[config.mk]
export PLATFORM = sky130hd
export DESIGN_NAME = bcd_serial_add_ctrl
export DESIGN_NICKNAME = d
export VERILOG_FILES = /design/src/rtl/bcd_serial_add_ctrl.sv
export SDC_FILE = /design/constraint.sdc
export NUM_CORES = 1
export LEC_CHECK = 0
export BUFFER_PORTS_ARGS = -buffer_cell sky130_fd_sc_hd__buf_2
export CAP_MARGIN = 20
export CORE_MARGIN = 1.5
export CORE_UTILIZATION = 46
export CTS_CLUSTER_SIZE = 28
export DETAILED_ROUTE_END_ITERATION = 7
export GPL_ROUTABILITY_DRIVEN = 0
export PLACE_DENSITY_LB_ADDON = 0.1
export SYNTH_ARGS = -nofsm -noshare
export SYNTH_HDL_FRONTEND = slang
export SYNTH_SLANG_ARGS = --single-unit
export TNS_END_PERCENT = 1
[constraint.sdc]
create_clock -name clk -period 1.79 [get_ports clk]
set_input_delay 0.0895 -clock clk [delete_from_list [all_inputs] [get_ports clk]]
set_output_delay 0.0895 -clock clk [all_outputs]
set_load 0.005 [all_outputs]
[src/rtl/bcd_serial_add_ctrl.sv]
// Digit-serial sequencer for one external single-digit BCD adder, packed DIGITS-wide operands.
// Latency: start accepted at edge T, digits captured at T+1..T+DIGITS, done pulses the cycle after.
// Backpressure: none; start is only sampled in IDLE and ignored while busy. Optional BCD_CHECK_EN adds err.
module bcd_serial_add_ctrl #(
  parameter int DIGITS = 4
) (
  input  logic                  clk,
  input  logic                  rst,
  input  logic                  start,
  input  logic [4*DIGITS-1:0]   a_in,
  input  logic [4*DIGITS-1:0]   b_in,
  input  logic                  cin,
  output logic [3:0]            dig_a,
  output logic [3:0]            dig_b,
  output logic                  dig_c,
  input  logic [3:0]            dig_s,
  input  logic                  dig_cout,
  output logic [4*DIGITS-1:0]   sum,
  output logic                  cout,
  output logic                  busy,
  output logic                  done
`ifdef BCD_CHECK_EN
  ,
  output logic                  err
`endif
);

  localparam int W  = 4 * DIGITS;
  localparam int IW = $clog2(DIGITS);

  typedef enum logic [1:0] {
    IDLE = 2'd0,
    RUN  = 2'd1,
    DONE = 2'd2
  } state_t;

  state_t         state;
  state_t         state_nxt;

  // Operands are shifted right one digit per RUN cycle so the current digit is always bits [3:0].
  logic [W-1:0]   a_sh;
  logic [W-1:0]   b_sh;
  logic           carry;
  logic [IW-1:0]  idx;
  logic           last;
  logic           accept;

  assign last   = (idx == IW'(DIGITS - 1));
  assign accept = (state == IDLE) && start;

  // State register; reset abandons any operation in flight.
  always_ff @(posedge clk) begin
    if (rst) begin
      state <= IDLE;
    end else begin
      state <= state_nxt;
    end
  end

  // Next-state and adder-facing outputs; digit lanes are forced to zero outside RUN.
  always_comb begin
    state_nxt = state;
    dig_a     = 4'd0;
    dig_b     = 4'd0;
    dig_c     = 1'b0;
    busy      = 1'b1;
    done      = 1'b0;
    case (state)
      IDLE: begin
        busy = 1'b0;
        if (start) begin
          state_nxt = RUN;
        end
      end
      RUN: begin
        dig_a = a_sh[3:0];
        dig_b = b_sh[3:0];
        dig_c = carry;
        if (last) begin
          state_nxt = DONE;
        end
      end
      DONE: begin
        done      = 1'b1;
        state_nxt = IDLE;
      end
      default: begin
        state_nxt = IDLE;
      end
    endcase
  end

  // Operand latch, digit shift, carry chain and result capture.
  always_ff @(posedge clk) begin
    if (rst) begin
      a_sh  <= '0;
      b_sh  <= '0;
      carry <= 1'b0;
      idx   <= '0;
      sum   <= '0;
      cout  <= 1'b0;
    end else if (accept) begin
      a_sh  <= a_in;
      b_sh  <= b_in;
      carry <= cin;
      idx   <= '0;
    end else if (state == RUN) begin
      sum[4*idx +: 4] <= dig_s;
      carry           <= dig_cout;
      a_sh            <= {4'd0, a_sh[W-1:4]};
      b_sh            <= {4'd0, b_sh[W-1:4]};
      // idx holds at the last digit rather than wrapping; it is reloaded on the next accept.
      if (last) begin
        cout <= dig_cout;
      end else begin
        idx  <= idx + 1'b1;
      end
    end
  end

`ifdef BCD_CHECK_EN
  function automatic logic has_bad_digit(input logic [W-1:0] v);
    logic bad;
    bad = 1'b0;
    for (int i = 0; i < DIGITS; i++) begin
      if (v[4*i +: 4] > 4'd9) begin
        bad = 1'b1;
      end
    end
    return bad;
  endfunction

  // Invalid-digit flag, evaluated on the operands as they are accepted and held until the next accept.
  always_ff @(posedge clk) begin
    if (rst) begin
      err <= 1'b0;
    end else if (accept) begin
      err <= has_bad_digit(a_in) | has_bad_digit(b_in);
    end
  end
`endif

endmodule

== After elaboration in Yosys (flattened, before gate mapping) ==
Cells that the tools add are included.
Cells by class
  add/sub/neg operators: 2
  reductions and logical operators: 8
  shifts and indexed selects: 2
  muxes and demuxes: 15
  equal/unequal tests: 5
  bitwise gates (word level): 2
Operator list (number)
  16-bit two-way mux: 4
  4-bit negator with 34-bit output: 1
  4-bit by 34-bit variable shift with 16-bit output (first input constant): 1
  4-bit by 34-bit indexed part select with 16-bit output: 1
  16-bit bitwise mux: 1
  4-bit two-way mux: 2
  2-bit AND reduction: 3
  1-bit two-way mux: 5
  2-bit == test (second input constant): 2
  2-bit two-way mux: 2
  2-bit != test (second input constant): 2
  2-bit one-hot mux with 2 select lines: 1
  3-bit AND reduction: 1
  2-bit by 1-bit adder with 2-bit output (second input constant): 1
  2-bit by 1-bit == test with 1-bit output (second input constant): 1
  2-bit logical NOT: 1
  1-bit inverter: 2
  2-bit nonzero test: 1
  2-bit OR reduction: 1
  1-bit logical AND: 1
Word-level totals
  input bits: 41
  output and inout port bits: 28
  word-level logic and storage cells: 41
  register bits: 54

== Longest topological paths before layout ==
Gate-level depths: netlist of the first run.
  depth in word-level cells: 4
  gate-level depth with buffers: 5
  depth with buffers taken out: 5

== Worst setup path before layout of the first run ==
No wires, ideal clock.
  path type: register -> register
  start: register idx[0]
  end: register sum[10]
  clock period less this slack: 1.820 ns
  library setup time: 0.059 ns
  stages on the path, launching flop included: 6
  data required time: 1.731 ns
  path buffers: 0
  setup slack: -0.030 ns
  arrival time: 1.760 ns
  path through: dfxtp_1 > inv_1 > ha_1 > or4b_4 > nor4b_4 > a22o_1
On the way
  cells in the longest elaborated chain, start to end: 3
  elaborated cells on any way between the ends: 4
  classes of those cells: add/sub: 1; shift: 2; mux: 1
Ends and longest elaborated chain
  start: declaration: line 44  | logic [IW-1:0] idx;
  start signal: assignment: line 116  | idx <= idx + 1'b1;
  4-bit negator with 34-bit output *: line 108  | sum[4*idx +: 4] <= dig_s;
  4-bit by 34-bit indexed part select with 16-bit output or 4-bit by 34-bit variable shift with 16-bit output (tied branches): line 108
  16-bit bitwise mux *: line 108
  end signal: indexed assignment: line 108
  end: declaration: line 18  | output logic [4*DIGITS-1:0] sum,
Mark *: on every way between the ends. The rest lies on a longest branch, timed or not.
A chain may end at the register's enable or synchronous reset.

== Worst setup path in the final report of the first run ==
Same ends and word-level chain as after synthesis.

==> metrics.md, run 1 <==
| Metric | Value |
|---|---|
| Final design utilization | 0.598 |
| CP Data Required Time | 2.05 ns |
| Library cell with the largest summed area after synthesis | dfxtp_1 |
| Worst-case headroom to the max-slew limit | 0.604 |
| Max Freq | 0.588 GHz |
| Critical path peak fanout | 4 |
| Class of the most critical setup path | reg2reg |
| Number of nets with antenna violations after routing | 0 |
| Slack of the worst reg-to-reg path | 0.09 ns |
| Syn nets | 325 |
| Number of enable flip-flop cells after synthesis | 0 |
| RSZ-0062 raised after global routing | false |
| Capture instance of the worst register-to-register path | sum[10]$_SDFFE_PP0P_ |
| Actual transition at the worst max-transition pin | 0.588 ns |
| Violation count after the first detailed-routing iteration | 134 |
| PwrDens | 895 nW/um^2 |
| Clock latency of the later-clocked register in the worst-skew pair | 0.31 ns |
| Flops & latches, synth | 54 |
| Most repeated cell in the gate-level netlist after synthesis | dfxtp_1 |
| Max-slew violation total from the final report | 0 |
| Starting density of the core | 0.472 |
| Mean instance size in the synthesized netlist | 8.62 um^2 |
| Comb pwr share | 0.149 |
| Switch Pwr | 0.662 mW |
| Critical path startpoint category | flip-flop |
| Switching fraction of total power | 0.244 |
| Layout Skew | 0.00670 ns |
| Final antenna diode count | 0 |
| Clock root buffer | clkbuf_8 |
| Placeable core area | 5070 um^2 |
| Endpoint class of the critical path | flip-flop |
| Clock power frac | 0.367 |
| Num rows | 26 |
| Average via count per standard cell | 5.22 |
| Clock sink total | 54 |
| Number of global-route vias before repair | 1873 |
| Maximum vdd ir drop | 0.451 mV |
| TritonCTS clock tree | done |
| Arr. time, crit path | 1.96 ns |
| Post-route minimum period | 1.70 ns |
| Post-Syn Area | 2400 um^2 |
| Count of cells along the worst register-to-register path | 5 |
| Endpoints failing hold | 0 |
| Register clock-pin slew on the reported worst setup and hold paths | 0.09 ns |
| Buffers from clock root to sink, at most | 2 |
| Final clock period utilization by the worst path | 0.949 |
| Drt total wl | 5680 um |
| Number of primary I/O pins | 69 |
| Total half-perimeter wirelength after legalization and detailed placement | 4050 um |
| Met1 Routed Length | 2810 um |
| Source of the worst hold timing path | a_in[15] |
| Warning count from the yosys run | 0 |
| Uppermost metal layer occupied by signal nets | met4 |
| Async SR Flop Fraction | 0 |
| Final net count | 398 |
| Start of the worst register-to-register path | idx[0]$_SDFFE_PP0P_ |
| Routed wl met3 | 318 um |
| End point of the worst hold path | a_sh[15]$_SDFFE_PP0P_ |
| Final Hold Slack | 0.00701 ns |
| Post-synth cell types | 36 |
| Global routing usage summed across all routing layers | 0.205 |
| Share of total power in sequential cells | 0.484 |
| Post-synth top cells | dfxtp_1 (54), nor2_1 (43), a21oi_1 (33), nand2_1 (23), a211oi_1 (19) |
| Share of the synthesized area in the top cell type | 0.451 |
| Setup TNS after final layout | 0 ns |
| Worst min path class | in2reg |
| Total congestion overflow after global routing | 0 |
| Residual DRC count | 0 |
| First-pass GRT wire length | 8780 um |
| H-Tree Depth | 2 |
| Largest net degree at the start of global routing | 31 |
| Post-synthesis sequential area ratio | 0.451 |
| Detail Route met2 WL | 2510 um |
| Chip width | 75.2 um |
| Run status | completed |
| Biggest area contributors in the synthesized netlist | dfxtp_1 (45%), a21oi_1 (6.9%), nor2_1 (6.7%) |
| Share of post-route cells with drive strength above 1 | 0.301 |
| Predominant post-synthesis flop cell | dfxtp_1 |
| Number of post-CTS setup repair buffers | 0 |
| Finish-stage setup viols | 0 |
| Total via count in the routed design | 2204 |
| Number of buffers created by CTS | 5 |
| Number of cells traversed by the worst hold path | 3 |
| Leakage Power | 1.34 nW |
| Number of search-and-repair iterations in the first detailed-routing pass | 4 |
| Die height | 75.2 um |
| Maximum Capacitance Violations | 0 |
| Syn Inst Count | 278 |
| Count of buffers inserted at the top-level ports | 68 |
| Die footprint | 5650 um^2 |
| Antenna violations before repair | 0 |
| Internal power | 2.06 mW |
| Post-detailed-route wirelength per cell | 13.5 um |
| Signed area change from the synthesized netlist to the final layout | 26.7% |
[worst max path at each step]
stage                                      from              endpoint  cells past startpoint
after floorplan             idx[0]$_SDFFE_PP0P_  sum[10]$_SDFFE_PP0P_                      5
after global placement      idx[1]$_SDFFE_PP0P_   sum[8]$_SDFFE_PP0P_                      5
after detailed placement    idx[0]$_SDFFE_PP0P_  sum[10]$_SDFFE_PP0P_                      5
after CTS                 state[0]$_SDFFE_PP0P_              dig_a[3]                      5
after global routing        idx[1]$_SDFFE_PP0P_   sum[9]$_SDFFE_PP0P_                      5
final                       idx[0]$_SDFFE_PP0P_  sum[10]$_SDFFE_PP0P_                      5
[per-stage QoR]
step / cell area (um^2) / power, mW / setup WS (ns) / std cells
finish: 3040 / 2.72 / 0.0905 / 422
global route: 3040 / 2.84 / 0.0133 / 422
CTS: 3020 / 2.74 / 0.00956 / 421
detailed placement: 2860 / 1.74 / 0.102 / 411
global placement: 2860 / 1.74 / 0.143 / 411
floorplan: 2400 / 1.59 / 0.0537 / 278
[sequential cells by signal, summed over array words and instances (netlist names)]
| name | count |
|---|---|
| a_sh | 16 |
| cout | 1 |
| idx | 2 |
| state | 2 |
| carry | 1 |
| sum | 16 |
| b_sh | 16 |
[what timing repair did]
| item | 4_1_cts | 5_1_grt |
|---|---|---|
| hold endpoints to repair | 2 | 1 |
| gates resized for setup | 0 | 3 |
| endpoints found under the setup margin | 0 | 8 |
| hold buffers | 2 | 1 |
[worst max-delay path, stage by stage (launching register included)]
cell,delay (ns)
dfxtp_2,0.33
inv_1,0.07
ha_2,0.20
or4b_4,0.53
nor4b_4,0.32
a22o_1,0.20
[logic make-up after synthesis]
family / count (synthesis) / synth area share
AOI/OAI and AO/OA: 83 / 0.243
xor gates and xnor gates: 1 / 0.00366
adders and majority gates: 6 / 0.0313
buffers and inverters: 33 / 0.0590
DFF: 54 / 0.451
muxes: 1 / 0.00418
and+or+nand+nor: 100 / 0.207
[layout make-up]
cell class | count | area (um^2)
Clock buffer | 6 | 82.6
Clock inverter | 2 | 60.1
Fill cell | 471 | 2040
Inverter | 13 | 48.8
Multi-Input combinational cell | 191 | 1180
Sequential cell | 54 | 1080
Tap cell | 70 | 87.6
Timing Repair Buffer | 86 | 495
[power groups by stage]
stage	Clock (mW)	Combinational (mW)	Sequential, mW
2_1_floorplan	0	0.254	1.34
3_3_place_gp	0	0.397	1.34
3_5_place_dp	0	0.401	1.34
4_1_cts	1.02	0.406	1.31
5_1_grt	1.07	0.454	1.32
6_report	0.997	0.406	1.31
[cell usage in the layout (no fill, tap or decap), drive strengths merged]
| cell | instances |
|---|---|
| and2 | 5 |
| o2bb2ai | 2 |
| nand4 | 1 |
| a211oi | 19 |
| dfxtp | 54 |
| nor3b | 2 |
| o21ba | 1 |
| o22ai | 6 |
| and2b | 1 |
| and4b | 1 |
| mux2i | 1 |
| nor4b | 2 |
| nor4 | 2 |
| dlygate4sd3 | 3 |
| buf | 83 |
| a32o | 4 |
| xnor2 | 1 |
| a21oi | 33 |
| a22o | 8 |
| nand3b | 1 |
| nand2b | 6 |
| ha | 6 |
| nor3 | 2 |
| or3b | 1 |
| inv | 11 |
| nand3 | 9 |
| bufinv | 2 |
| o221a | 5 |
| nor2 | 43 |
| o32ai | 4 |
| a311oi | 1 |
| clkinv | 2 |
| or4b | 1 |
| nand2 | 23 |
| clkbuf | 6 |
[routing by layer]
metal | vias to the layer above | track usage
li1 | 1134 | -
met1 | 1003 | 0.291
met2 | 62 | 0.302
met3 | 5 | 0.0522
met4 | 0 | 0.0714
met5 | - | 0
Note: power is estimated with default switching activity, not from simulation.
==> run 2, diff against run 1 <==
- clock period: 1.79 -> 1.4 ns (I/O delays scaled with it)
==> metrics.md, run 2 (synthesis gave the netlist of run 1 again) <==
| Metric | Value |
|---|---|
| Internal power | 2.37 mW (+15%) |
| Maximum vdd ir drop | 0.557 mV (+24%) |
| Final net count | 411 (+3.3%) |
| Total congestion overflow after global routing | 0 (unchanged) |
| Global routing usage summed across all routing layers | 0.205 (-0.000272) |
| Violation count after the first detailed-routing iteration | 132 (-1.5%) |
| Post-detailed-route wirelength per cell | 13.4 um (-0.43%) |
| Total area of multi-input combinational cells | 1220 um^2 (+3.8%) |
| Met1 Routed Length | 3020 um (+7.6%) |
| Uppermost metal layer occupied by signal nets | met4 |
| H-Tree Depth | 2 (unchanged) |
| Layout Skew | 0.00509 ns (-0.00162 ns) |
| Slack of the worst reg-to-reg path | -0.26 ns (-0.35 ns) |
| Switching fraction of total power | 0.262 (+0.0182) |
| Routed wl met3 | 249 um (-22%) |
| Total via count in the routed design | 2295 (+4.1%) |
| TritonCTS clock tree | done |
| Number of buffers created by CTS | 5 (unchanged) |
| Commonest non-fill, non-tap cell in the layout | buf_2 |
| Capture instance of the worst register-to-register path | sum[11]$_SDFFE_PP0P_ |
| Maximum Capacitance Violations | 0 (unchanged) |
| Number of global-route vias before repair | 1977 (+5.6%) |
| Signed area change from the synthesized netlist to the final layout | 33.8% |
| Drt total wl | 5830 um (+2.6%) |
| Placeable core area | 5070 um^2 (unchanged) |
| Die footprint | 5650 um^2 (unchanged) |
| Detail Route met2 WL | 2520 um (+0.44%) |
| Num rows | 26 (unchanged) |
| Final clock period utilization by the worst path | 1.18 (+0.235) |
| First-pass GRT wire length | 8860 um (+0.95%) |
| Finish-stage setup viols | 21 (+21) |
| Worst slack at placement | -0.274 ns (-0.376 ns) |
| Die height | 75.2 um (unchanged) |
| Clock sink total | 54 (unchanged) |
| Count of cells along the worst register-to-register path | 5 (unchanged) |
| Endpoint class of the critical path | flip-flop |
| CP Data Required Time | 1.64 ns (-0.41 ns) |
| Commonest non-fill, non-tap cells in the layout | buf_2 (68), dfxtp_1 (50), nor2_1 (43) |
| Max Freq | 0.603 GHz (+2.5%) |
| Number of nets with antenna violations after routing | 0 (unchanged) |
| Total half-perimeter wirelength after legalization and detailed placement | 3960 um (-2.1%) |
| PwrDens | 1000 nW/um^2 (+12%) |
| Number of cells traversed by the worst hold path | 3 (unchanged) |
| Share of post-route cells with drive strength above 1 | 0.337 (+0.0358) |
| Critical path peak fanout | 4 (unchanged) |
| Starting density of the core | 0.472 (unchanged) |
| Count of buffers inserted at the top-level ports | 68 (unchanged) |
| Largest registers | a_sh: 16 flops, b_sh: 16 flops, sum: 16 flops |
| Comb pwr share | 0.181 (+0.032) |
| Final antenna diode count | 0 (unchanged) |
| Non-filler cells in the finished layout | 435 (+3.1%) |
| Endpoints failing hold | 0 (unchanged) |
| Register clock-pin slew on the reported worst setup and hold paths | 0.09 ns (about the same) |
| End point of the worst hold path | b_sh[13]$_SDFFE_PP0P_ |
| Largest net degree at the start of global routing | 53 (+71%) |
| Antenna violations before repair | 0 (unchanged) |
| Run status | finished, violations left |
| Source of the worst hold timing path | b_in[13] |
| Leakage Power | 1.41 nW (+5.2%) |
| Clock power frac | 0.296 (-0.071) |
| Actual transition at the worst max-transition pin | 0.521 ns (-0.0668 ns) |
| Post-route minimum period | 1.66 ns (-0.0417 ns) |
| Worst-case headroom to the max-slew limit | 0.653 (+0.0482) |
| Start of the worst register-to-register path | idx[1]$_SDFFE_PP0P_ |
| Share of total power in sequential cells | 0.523 (+0.039) |
| Clock latency of the later-clocked register in the worst-skew pair | 0.30 ns (about the same) |
| Class of the most critical setup path | reg2reg |
| Failing checks | negative setup slack |
| Setup ws final | -0.258 ns (-0.348 ns) |
| RSZ-0062 raised after global routing | true |
| Chip width | 75.2 um (unchanged) |
| Number of search-and-repair iterations in the first detailed-routing pass | 4 (unchanged) |
| Clock root buffer | clkbuf_8 |
| Fillcell total | 479 (+1.7%) |
| Post-route cell area | 3210 um^2 (+5.6%) |
| Placed Cells incl. Taps | 418 (+1.7%) |
| Number of primary I/O pins | 69 (unchanged) |
| Buffers from clock root to sink, at most | 2 (unchanged) |
| Final Hold Slack | 0.0148 ns (+0.00777 ns) |
| Residual DRC count | 0 (unchanged) |
| Arr. time, crit path | 1.90 ns (-0.06 ns) |
| Average via count per standard cell | 5.28 (+1.0%) |
| Switch Pwr | 0.842 mW (+27%) |
| Critical path startpoint category | flip-flop |
| Worst min path class | in2reg |
| Max-slew violation total from the final report | 0 (unchanged) |
| Area used by sequential logic in the layout | 1090 um^2 (+0.46%) |
| Cell area after placement | 2970 um^2 (+3.8%) |
-- run 2: how the worst max path moves through the flow --
stage                                    from                   end  slack (ns)  cells past startpoint
after floorplan           idx[0]$_SDFFE_PP0P_  sum[10]$_SDFFE_PP0P_       -0.23                      5
after global placement    idx[0]$_SDFFE_PP0P_  sum[11]$_SDFFE_PP0P_       -0.23                      5
after detailed placement  idx[1]$_SDFFE_PP0P_  sum[11]$_SDFFE_PP0P_       -0.27                      5
after CTS                 idx[1]$_SDFFE_PP0P_  sum[11]$_SDFFE_PP0P_       -0.27                      5
after global routing      idx[1]$_SDFFE_PP0P_  sum[10]$_SDFFE_PP0P_       -0.35                      5
final                     idx[1]$_SDFFE_PP0P_  sum[11]$_SDFFE_PP0P_       -0.26                      5
-- run 2: per-layer routing --
layer / GRT usage / up-vias
met3: 0.0469 / 4
met5: 0 / -
met1: 0.292 / 1075
met2: 0.316 / 55
li1: - / 1161
met4: 0.0476 / 0
-- run 2: critical path, stage by stage (launching register included) --
cell,delay (ns)
dfxtp_2,0.36
inv_2,0.05
ha_4,0.15
or4b_4,0.49
nor4b_4,0.35
a22o_1,0.21
-- run 2: metrics by stage --
step           power (mW)  setup TNS, ns   util
3_3_place_gp         2.25          -2.00  0.585
2_1_floorplan        2.04         -0.937      -
3_5_place_dp         2.26          -2.49  0.585
5_1_grt              3.38          -3.42  0.632
6_report             3.22          -1.91  0.632
4_1_cts              3.23          -2.85  0.625
-- run 2: area by class of cell --
class,count,area share
repair buffers,99,0.203
flip-flops and latches,54,0.340
clock buffers,8,0.0316
well taps,70,0.0273
inverters,13,0.0168
multi-input cells,191,0.381
-- run 2: power by group through the flow --
stage / Clock [mW] / Sequential [mW] / Combinational, mW
finish: 0.952 / 1.68 / 0.582
global route: 1.04 / 1.69 / 0.642
CTS: 0.975 / 1.68 / 0.572
detailed placement: 0 / 1.72 / 0.543
global placement: 0 / 1.71 / 0.538
floorplan: 0 / 1.71 / 0.327
-- run 2: repair_timing --
item | in CTS | in global routing
hold buffers | 7 | 0
pin swaps | 5 | 4
resized for setup | 8 | 7
cloned | 0 | 0
endpoints found under the setup margin | 27 | 40
endpoints found under the hold margin | 7 | 0
setup buffers | 2 | 0
==> run 3, diff against run 2 <==
- SETUP_SLACK_MARGIN: default -> 0.05
- TNS_END_PERCENT: 1 -> 5
==> metrics.md, run 3 (synthesis gave the netlist of run 1 again) <==
| Metric | Value |
|---|---|
| Number of search-and-repair iterations in the first detailed-routing pass | 4 (unchanged) |
| Signed area change from the synthesized netlist to the final layout | 34.9% |
| Run status | finished, violations left |
| Num rows | 26 (unchanged) |
| Clock sink total | 54 (unchanged) |
| Worst min path class | in2reg |
| H-Tree Depth | 2 (unchanged) |
| Commonest non-fill, non-tap cells in the layout | buf_2 (68), dfxtp_1 (50), nor2_1 (41) |
| Layout Skew | 0.00515 ns (+0.0000619 ns) |
| Endpoint class of the critical path | flip-flop |
| Starting density of the core | 0.472 (unchanged) |
| Clock latency of the later-clocked register in the worst-skew pair | 0.30 ns (about the same) |
| Class of the most critical setup path | reg2reg |
| Buffers from clock root to sink, at most | 2 (unchanged) |
| Largest net degree at the start of global routing | 53 (unchanged) |
| Cell area after placement | 2970 um^2 (unchanged) |
| Max-slew violation total from the final report | 0 (unchanged) |
| CP Data Required Time | 1.65 ns (about the same) |
| Largest registers | a_sh: 16 flops, b_sh: 16 flops, sum: 16 flops |
| Antenna violations before repair | 0 (unchanged) |
| Average via count per standard cell | 5.30 (+0.47%) |
| Endpoints failing hold | 0 (unchanged) |
| Number of nets with antenna violations after routing | 0 (unchanged) |
| Global routing usage summed across all routing layers | 0.204 (-0.000279) |
| Maximum vdd ir drop | 0.559 mV (+0.37%) |
| Failing checks | negative setup slack |
| Final clock period utilization by the worst path | 1.18 (about the same) |
| Post-route minimum period | 1.66 ns (+0.000691 ns) |
| Worst slack at placement | -0.274 ns (unchanged) |
| Drt total wl | 5920 um (+1.5%) |
| Leakage Power | 1.41 nW (+0.33%) |
| Non-filler cells in the finished layout | 436 (+0.23%) |
| Count of buffers inserted at the top-level ports | 68 (unchanged) |
| Die height | 75.2 um (unchanged) |
| Final antenna diode count | 0 (unchanged) |
| Chip width | 75.2 um (unchanged) |
| Final net count | 412 (+0.24%) |
| Max Freq | 0.603 GHz (about the same) |
| Register clock-pin slew on the reported worst setup and hold paths | 0.09 ns (about the same) |
| PwrDens | 998 nW/um^2 (-0.54%) |
| Total via count in the routed design | 2311 (+0.70%) |
| Slack of the worst reg-to-reg path | -0.26 ns (about the same) |
| Commonest non-fill, non-tap cell in the layout | buf_2 |
| Critical path peak fanout | 4 (unchanged) |
| Violation count after the first detailed-routing iteration | 115 (-13%) |
| Number of global-route vias before repair | 1981 (+0.20%) |
| Fillcell total | 472 (-1.5%) |
| Capture instance of the worst register-to-register path | sum[11]$_SDFFE_PP0P_ |
| First-pass GRT wire length | 8850 um (about the same) |
| Placed Cells incl. Taps | 418 (unchanged) |
| Source of the worst hold timing path | b_in[13] |
| Count of cells along the worst register-to-register path | 5 (unchanged) |
| Arr. time, crit path | 1.91 ns (about the same) |
| Setup ws final | -0.258 ns (-0.000691 ns) |
| Post-route cell area | 3230 um^2 (+0.86%) |
| Critical path startpoint category | flip-flop |
| Area used by sequential logic in the layout | 1090 um^2 (+0.23%) |
| Start of the worst register-to-register path | idx[1]$_SDFFE_PP0P_ |
| Placeable core area | 5070 um^2 (unchanged) |
| Post-detailed-route wirelength per cell | 13.6 um (+1.3%) |
| RSZ-0062 raised after global routing | true |
| Actual transition at the worst max-transition pin | 0.534 ns (+0.0124 ns) |
| Number of primary I/O pins | 69 (unchanged) |
| Share of post-route cells with drive strength above 1 | 0.350 (+0.0127) |
| Residual DRC count | 0 (unchanged) |
| Total half-perimeter wirelength after legalization and detailed placement | 3960 um (unchanged) |
| Worst-case headroom to the max-slew limit | 0.644 (-0.00829) |
| Total area of multi-input combinational cells | 1240 um^2 (+1.4%) |
| Maximum Capacitance Violations | 0 (unchanged) |
| Clock root buffer | clkbuf_8 |
| Number of cells traversed by the worst hold path | 3 (unchanged) |
| TritonCTS clock tree | done |
| Total congestion overflow after global routing | 0 (unchanged) |
| End point of the worst hold path | b_sh[13]$_SDFFE_PP0P_ |
| Finish-stage setup viols | 21 (unchanged) |
| Number of buffers created by CTS | 5 (unchanged) |
| Die footprint | 5650 um^2 (unchanged) |
==> run 3: cell types whose count changed in the layout (fill, tap and decap cells not counted) <==
cell,previous run,this run
buf_4,17,18
nor4_1,2,0
nor2_2,0,2
nor4_2,0,2
dfxtp_2,3,2
nor2_1,43,41
dfxtp_4,1,2
==> run 3: worst max-delay path by stage <==
stage	end	start	depth (start not counted)	slack, ns
floorplan	sum[10]$_SDFFE_PP0P_	idx[0]$_SDFFE_PP0P_	5	-0.23
global placement	sum[11]$_SDFFE_PP0P_	idx[0]$_SDFFE_PP0P_	5	-0.23
detailed placement	sum[11]$_SDFFE_PP0P_	idx[1]$_SDFFE_PP0P_	5	-0.27
CTS	sum[11]$_SDFFE_PP0P_	idx[1]$_SDFFE_PP0P_	5	-0.27
global route	sum[10]$_SDFFE_PP0P_	idx[1]$_SDFFE_PP0P_	5	-0.34
finish	sum[11]$_SDFFE_PP0P_	idx[1]$_SDFFE_PP0P_	5	-0.26
==> run 3: metrics by stage <==
step	total power [mW]	TNS, ns	utilization	hold slack, ns
floorplan	2.04	-0.937	-	0.203
global placement	2.25	-2.00	0.585	0.311
detailed placement	2.26	-2.49	0.585	0.319
CTS	3.23	-2.84	0.626	0.00279
global route	3.38	-3.54	0.637	0.0212
finish	3.23	-1.99	0.637	0.0115
==> run 3: final cells by class <==
type | instances | share of cell area
multi-input cells | 191 | 0.384
well taps | 70 | 0.0271
repair buffers | 100 | 0.204
inverters | 13 | 0.0166
clock buffers | 8 | 0.0313
flip-flops and latches | 54 | 0.337
==> run 3: layer usage <==
| metal | wire length (um) | share of wire | track usage | vias up |
|---|---|---|---|---|
| met3 | 320 | 0.054 | 0.0469 | 4 |
| met5 | 0 | 0 | 0 | - |
| met2 | 2630 | 0.44 | 0.316 | 68 |
| met1 | 2930 | 0.50 | 0.292 | 1077 |
| li1 | - | - | - | 1162 |
| met4 | 42 | 0.0071 | 0.0476 | 0 |
==> run 3: repair_timing <==
action | 4_1_cts | 5_1_grt
setup endpoints to repair | 39 | 43
hold buffers | 7 | 0
endpoints found under the hold margin | 7 | 0
pin swaps | 6 | 5
buffers inserted | 2 | 1
resized for setup | 10 | 10
==> run 3: power breakdown <==
group | leakage, nW | switching [mW] | internal (mW)
clock network | 0.0506 | 0.491 | 0.464
registers | 0.445 | 0.0505 | 1.63
logic | 0.918 | 0.308 | 0.283
==> run 3: critical path, stage by stage (launching register included) <==
cell and delay [ns]:
dfxtp_2 0.36, inv_2 0.05, ha_4 0.15, or4b_4 0.49, nor4b_4 0.35, a22o_1 0.21
